## config.mk

```make
export PLATFORM = sky130hd
export DESIGN_NAME = io_bus_sequencer
export DESIGN_NICKNAME = d
export VERILOG_FILES = /design/src/rtl/io_bus_sequencer.sv
export SDC_FILE = /design/constraint.sdc
export NUM_CORES = 1
export LEC_CHECK = 0
export ABC_AREA = 1
export CORE_ASPECT_RATIO = 0.6
export CORE_MARGIN = 1.5
export CORE_UTILIZATION = 44
export DETAILED_ROUTE_END_ITERATION = 12
export GPL_TIMING_DRIVEN = 0
export PLACE_DENSITY = 0.93
export SETUP_SLACK_MARGIN = 0.5
export SYNTH_ARGS = -nofsm -noshare
export SYNTH_HDL_FRONTEND = slang
export SYNTH_SLANG_ARGS = --single-unit
export TNS_END_PERCENT = 100
```

## constraint.sdc

```tcl
create_clock -name clock -period 3.3 [get_ports clock]
set_input_delay 0.66 -clock clock [delete_from_list [all_inputs] [get_ports clock]]
set_output_delay 0.66 -clock clock [all_outputs]
set_load 0.05 [all_outputs]
```

## src/rtl/io_bus_sequencer.sv

```systemverilog
`default_nettype none
// +--------------------------------------------------------------------------+
// | io_bus_sequencer : sequences CPU IO-window accesses onto N_DEV one-hot   |
// |   peripherals with minimum wait states; optional timeout: IO_TIMEOUT_EN  |
// | Revision: 1.0                                                            |
// +--------------------------------------------------------------------------+
module io_bus_sequencer #(
  parameter int N_DEV       = 4,
  parameter int WAIT_STATES = 1,
  parameter int TIMEOUT     = 64
) (
  input  logic                  clock,
  input  logic                  reset_n,
  input  logic                  io_read,
  input  logic                  io_write,
  input  logic [9:0]            io_addr,
  input  logic [31:0]           io_wdata,
  output logic [31:0]           io_rdata,
  output logic                  stall,
  output logic [N_DEV-1:0]      dev_sel,
  output logic                  dev_rd,
  output logic                  dev_wr,
  output logic [3:0]            dev_addr,
  output logic [31:0]           dev_wdata,
  input  logic [32*N_DEV-1:0]   dev_rdata,
  input  logic [N_DEV-1:0]      dev_ack,
  output logic                  bus_err,
  output logic [7:0]            err_count
);

  typedef enum logic [1:0] {
    IDLE   = 2'd0,
    ACCESS = 2'd1,
    DONE   = 2'd2
  } state_e;

  localparam logic [6:0] N_DEV_W = 7'(N_DEV);
  localparam logic [3:0] WAIT_W  = 4'(WAIT_STATES);

  state_e      state_q, state_d;
  logic        dir_wr_q, dir_wr_d;
  logic [5:0]  sel_q, sel_d;
  logic [3:0]  addr_q, addr_d;
  logic [31:0] wdata_q, wdata_d;
  logic [3:0]  wait_q, wait_d;
  logic        err_q, err_d;
  logic [31:0] rdata_q, rdata_d;
  logic [7:0]  errcnt_q, errcnt_d;

  logic [31:0] rdata_sel;
  logic        ack_sel;
  logic        accept;
  logic        timeout;

  always_comb begin
    rdata_sel = '0;
    ack_sel   = 1'b0;
    for (int d = 0; d < N_DEV; d++) begin
      if (sel_q == 6'(d)) begin
        rdata_sel = dev_rdata[32*d +: 32];
        ack_sel   = dev_ack[d];
      end
    end
  end

  // Wait counter saturates, so ">= WAIT_STATES" stays true on long accesses.
  assign accept = (state_q == ACCESS) && ack_sel && (wait_q >= WAIT_W);

`ifdef IO_TIMEOUT_EN
  localparam logic [7:0] TO_LAST = 8'(TIMEOUT - 1);
  logic [7:0] to_q, to_d;

  always_comb begin
    to_d = (state_q == ACCESS) ? to_q + 8'd1 : 8'd0;
  end

  always_ff @(posedge clock or negedge reset_n) begin
    if (!reset_n) to_q <= '0;
    else          to_q <= to_d;
  end

  assign timeout = (state_q == ACCESS) && (to_q == TO_LAST);
`else
  assign timeout = 1'b0;
`endif

  always_comb begin
    state_d  = state_q;
    dir_wr_d = dir_wr_q;
    sel_d    = sel_q;
    addr_d   = addr_q;
    wdata_d  = wdata_q;
    wait_d   = wait_q;
    err_d    = err_q;
    rdata_d  = rdata_q;
    errcnt_d = errcnt_q;
    case (state_q)
      IDLE: begin
        if (io_read && io_write) begin
          state_d = DONE;
          err_d   = 1'b1;
          rdata_d = '0;
        end else if (io_read || io_write) begin
          dir_wr_d = io_write;
          sel_d    = io_addr[9:4];
          addr_d   = io_addr[3:0];
          wdata_d  = io_wdata;
          wait_d   = '0;
          if ({1'b0, io_addr[9:4]} < N_DEV_W) begin
            state_d = ACCESS;
            err_d   = 1'b0;
          end else begin
            state_d = DONE;
            err_d   = 1'b1;
            rdata_d = '0;
          end
        end
      end
      ACCESS: begin
        if (wait_q != 4'hF) wait_d = wait_q + 4'd1;
        if (accept) begin
          state_d = DONE;
          err_d   = 1'b0;
          rdata_d = dir_wr_q ? 32'd0 : rdata_sel;
        end else if (timeout) begin
          state_d = DONE;
          err_d   = 1'b1;
          rdata_d = dir_wr_q ? 32'd0 : 32'hDEAD_BEEF;
        end
      end
      DONE: begin
        state_d = IDLE;
        err_d   = 1'b0;
        if (err_q && (errcnt_q != 8'hFF)) errcnt_d = errcnt_q + 8'd1;
      end
      default: state_d = IDLE;
    endcase
  end

  always_ff @(posedge clock or negedge reset_n) begin
    if (!reset_n) begin
      state_q  <= IDLE;
      dir_wr_q <= 1'b0;
      sel_q    <= '0;
      addr_q   <= '0;
      wdata_q  <= '0;
      wait_q   <= '0;
      err_q    <= 1'b0;
      rdata_q  <= '0;
      errcnt_q <= '0;
    end else begin
      state_q  <= state_d;
      dir_wr_q <= dir_wr_d;
      sel_q    <= sel_d;
      addr_q   <= addr_d;
      wdata_q  <= wdata_d;
      wait_q   <= wait_d;
      err_q    <= err_d;
      rdata_q  <= rdata_d;
      errcnt_q <= errcnt_d;
    end
  end

  // Strobes decode straight from the state register so reset drops them at once.
  for (genvar d = 0; d < N_DEV; d++) begin : g_dev_sel
    assign dev_sel[d] = (state_q == ACCESS) && (sel_q == 6'(d));
  end

  assign stall     = reset_n && (io_read || io_write) && (state_q != DONE);
  assign dev_rd    = (state_q == ACCESS) && !dir_wr_q;
  assign dev_wr    = (state_q == ACCESS) && dir_wr_q;
  assign dev_addr  = addr_q;
  assign dev_wdata = wdata_q;
  assign io_rdata  = rdata_q;
  assign bus_err   = (state_q == DONE) && err_q;
  assign err_count = errcnt_q;

endmodule
`default_nettype wire
```

# == Yosys cells after proc, flatten, opt, wreduce, memory -nomap -nowiden ==
# Cells that the tools add are included.
# word_totals
register_bits,90
latch_bits,0
ram_bits,0
mem_bits_ro,0
inputBits,178
out_inout_bits,84
wordCells,81
mem_count,0
# op_classes
addsub,2
multipliers,0
n_div,0
magnitude_cmp,2
n_eq_ne,14
n_shift,0
mux,28
n_bitwise,1
n_reduce_logical,25
# op_table
operator,count
$mux 32,9
$pmux 32 s2,1
$logic_and 1x1->1,13
$eq 6x2->1 const B,2
$mux 4,3
$add 8x1->8 const B,1
$mux 1,8
$mux 2,4
$ne 2x2->1 const B,4
$ne 8x8->1 const B,1
$pmux 4 s2,1
$reduce_and 4->1,2
$eq 6x1->1 const B,1
$logic_not 6->1,1
$lt 6x3->1 const B,1
$ne 3x3->1 const B,2
$reduce_and 3->1,2
$add 4x1->4 const B,1
$ge 4x1->1 const B,1
$ne 4x4->1 const B,1
$pmux 2 s2,1
$reduce_and 2->1,2
$pmux 1 s3,1
$reduce_bool 3->1,1
8 further kinds,8

# == Longest topological paths before layout ==
# depth
ltp_word,9
ltp_mapped,12
mapped_depth_nobuf,11

# == Worst setup path after synthesis ==
# OpenSTA, ideal clock, no wires.
# synth_path
path_kind,input to output
from,in io_read
to,out stall
arrival_ns,2.048
slack_ns,0.592
cell_stages,3
cell_sequence,inv_1 ha_1 nor3b_1
# synth_between
elab_chain_len,3
# synth_rtl
item,line,rtl
"start, declared",14,"input logic io_read,"
$logic_or 1x1->1,169,assign stall = reset_n && (io_read || io_write) && (state_q != DONE);
$logic_and 1x1->1 (2 in a row),169,
"end, declared",19,"output logic stall,"
# No other way between the ends.

# == Worst setup path after layout ==
# layout_path
from,reg sel_q[5]
to,out dev_sel[0]
# layout_between
elab_chain_len,2
# layout_rtl
item,line,rtl
"start, declared",42,"logic [5:0] sel_q, sel_d;"
"start signal, assigned",154,sel_q <= sel_d;
$logic_not 6->1,166,assign dev_sel[d] = (state_q == ACCESS) && (sel_q == 6'(d));
$logic_and 1x1->1,166,
"end, declared",20,"output logic [N_DEV-1:0] dev_sel,"
# No other way between the ends.

==> flow_metrics.env <==
export IMPL_seq_area_frac_synth_pct=43.5
export IMPL_setup_ws_ns=0.536
export IMPL_io_buffers=261
export IMPL_ir_worst_vdd_v=0.000705
export IMPL_area_growth_pct=60.5
export IMPL_post_cts_setup_buffer_count=0
export IMPL_pre_cts_ws_ns=0.117
export IMPL_dp_final_hpwl_um=14800
export IMPL_powerDensity_nw_per_um2=725
export IMPL_skew_ns=0.0145
export IMPL_nNetsFinal=1096
export IMPL_drt_pass1_iterations=7
export IMPL_syn_inst=636
export IMPL_diodes=0
export IMPL_viasPerCell=5.42
export IMPL_total_power_mw=6.03
export IMPL_wire_per_inst_um=17.5
export IMPL_clk_pin_slew_ns=0.08
export IMPL_rrSetupSlack_ns=0.89
export IMPL_status="finished clean"
export IMPL_postSynthAreaPerCell_um2=8.15
export IMPL_timing_critical_path_to_type="output port"
export IMPL_drive_gt1_share_pct=11.4
export IMPL_cts_sinks=90
export IMPL_finalHoldViolCount=0
export IMPL_fill_cells=857
export IMPL_tightest_slew_ns=0.671
export IMPL_crit_path_top_delay_cell="dfrtp_1"
export IMPL_fin_util_pct=73.1
export IMPL_io_pins=262
export IMPL_start_kind="flop"
export IMPL_drv_cap=0
export IMPL_ant_nets=0
export IMPL_gr_total_overflow=0
export IMPL_rows=30
export IMPL_tns_ns=0
export IMPL_critical_path_peak_fanout=10
export IMPL_dieWidth_um=143
export IMPL_syn_nets=823
export IMPL_grt_pass1_vias=5652
export IMPL_vias=5817
export IMPL_clock_path_buffers=2
export IMPL_grt_pass1_wl_um=29000
export IMPL_first_iter_violations=411
export IMPL_antenna_found_initial=0
export IMPL_cp_top_family="buffers and inverters"
export IMPL_core_um2=11400
export IMPL_numCtsBuffers=9
export IMPL_synth_cell_types=29
export IMPL_required_ns=2.64
export IMPL_path_cells="nor2_4 > buf_2 > clkbuf_2 > nand3_1 > nor2_1 > clkdlybuf4s15_2"
export IMPL_start_util_pct=45.6
export IMPL_yosysWarnings=0
export IMPL_rsz0062_at_grt="yes"
export IMPL_grt_use_total_pct=30.3
export IMPL_cts_tree="yes"
export IMPL_grt_max_degree=62
export IMPL_slew_headroom_pct=55.3
export IMPL_r2r_end="io_rdata[29]"
export IMPL_multi_input_comb_area_um2=2600
export IMPL_synth_ff_latch_count=90
export IMPL_die_y_um=87.1
export IMPL_finalSetupViolCount=0
export IMPL_period_minus_slack_ns=2.76
export IMPL_wirelength_um=18700
export IMPL_drv_slew=0
export IMPL_clk_latency_ns=0.34
export IMPL_slowest_delay_ns=0.41
export IMPL_die_area_um2=12500
export IMPL_remaining_drc_errors=0
export IMPL_reg2reg_from="state_q[1]"
export IMPL_crit_buf_inv=3
export IMPL_htreeDepth=3
export IMPL_synthesis_area_um2=5180
export IMPL_hold_slack_ns=0.197
export IMPL_hp_class="in2async"
export IMPL_cts_root_buf="clkbuf_16"
export IMPL_register_area_um2=2250
export IMPL_reg2reg_depth=10
export IMPL_gp_congestion=0.955
export IMPL_max_freq_mhz=362
export IMPL_fin_crit_sh_pct=83.7
export IMPL_worstPathArrival_ns=2.10
export IMPL_p_leak_nw=3.63
export IMPL_crit_type="reg2out"
[worst max-delay path by stage]
stage / from / endpoint / slack [ns] / depth (start not counted)
6_report: sel_q[5] / dev_sel[0] / 0.54 / 6
5_1_grt: sel_q[5] / dev_sel[0] / 0.45 / 6
4_1_cts: sel_q[5] / dev_sel[0] / 0.42 / 6
3_5_place_dp: reset_n / stall / 0.12 / 4
3_3_place_gp: reset_n / stall / -2.71 / 3
2_1_floorplan: io_read / stall / 0.59 / 3
[cell families (layout without fill, tap and decap cells)]
logic type | Yosys count | after routing | synth area share [%]
multiplexers | 39 | 39 | 8.47
adder cells (fa/ha/maj) | 9 | 9 | 2.17
buffers and inverters | 82 | 360 | 6.52
AO/OA/AOI/OAI | 57 | 57 | 5.77
XOR/XNOR | 8 | 8 | 1.35
AND/OR/NAND/NOR | 351 | 351 | 32.3
flip-flops | 90 | 90 | 43.5
[repair_timing]
item	CTS	global route
hold buffers	0	0
setup endpoints to repair	7	6
gates resized for setup	22	12
[layout by cell type (no fill, tap or decap), drive strengths merged]
cell	n
nand3b	1
clkdlybuf4s50	253
dlygate4sd2	1
buf	24
clkbuf	34
clkinv	2
nor2	45
xnor2	4
nand4	56
nand3	78
o211ai	1
mux2	39
nand2	137
xor2	4
nor3b	1
ha	9
clkdlybuf4s15	4
or2	22
inv	42
nor3	11
a21oi	30
o21ai	26
dfrtp	90
[per-stage QoR]
step / std cells / instance area (um2)
after floorplan: 636 / 5180
after global placement: 1057 / 8000
after detailed placement: 1058 / 8020
after CTS: 1074 / 8300
after global routing: 1074 / 8320
final: 1074 / 8320
[sequential cells by signal, indices dropped and copies added (netlist names)]
register and flops:
err_count 8, err_q 1, wait_q 4, state_q 2, dev_wdata 32, dev_addr 4
io_rdata 32, dir_wr_q 1, sel_q 6
[metal layers]
layer | wire (um) | vias to the layer above | GRT usage (%)
li1 | - | 2705 | -
met1 | 7940 | 2764 | 39.8
met2 | 8340 | 316 | 49.1
met3 | 2060 | 32 | 9.46
met4 | 401 | 0 | 7.69
met5 | 0 | - | 0
[cell usage after synthesis]
cell type	count	share of area, %
nand2_1	137	9.9
dfrtp_1	90	43
nand3_1	76	7.3
nand4_1	56	6.8
nor2_1	40	2.9
mux2_2	39	8.5
inv_1	31	2.2
a21oi_1	29	2.8
clkbuf_1	21	1.5
o21ai_0	19	1.8
or2_0	18	2.2
buf_2	12	1.2
nor3_1	11	1.1
ha_1	9	2.2
buf_1	8	0.58
o21ai_1	7	0.68
inv_2	6	0.43
buf_4	4	0.58
or2_2	4	0.48
xnor2_1	4	0.68
xor2_1	4	0.68
nor2_2	3	0.36
nor2_4	2	0.43
a21oi_4	1	0.31
nand3_2	1	0.19
nand3_4	1	0.34
nand3b_1	1	0.14
nor3b_1	1	0.14
o211ai_1	1	0.14
[power by group]
group          switching, mW  internal (mW)  leakage [nW]
combinational           2.22           1.19          2.34
clock                  0.461          0.525         0.143
sequential             0.220           1.42          1.15
total                   2.90           3.13          3.63
[layout make-up]
cell class	count	share of cell area, %
Sequential cell	90	27.1
Buffer	45	2.47
Timing Repair Buffer	262	31.7
Inverter	37	1.67
Tap cell	160	2.41
Clock inverter	7	0.677
Multi-Input combinational cell	464	31.3
Clock buffer	9	2.71
(Power assumes the default switching activity.)
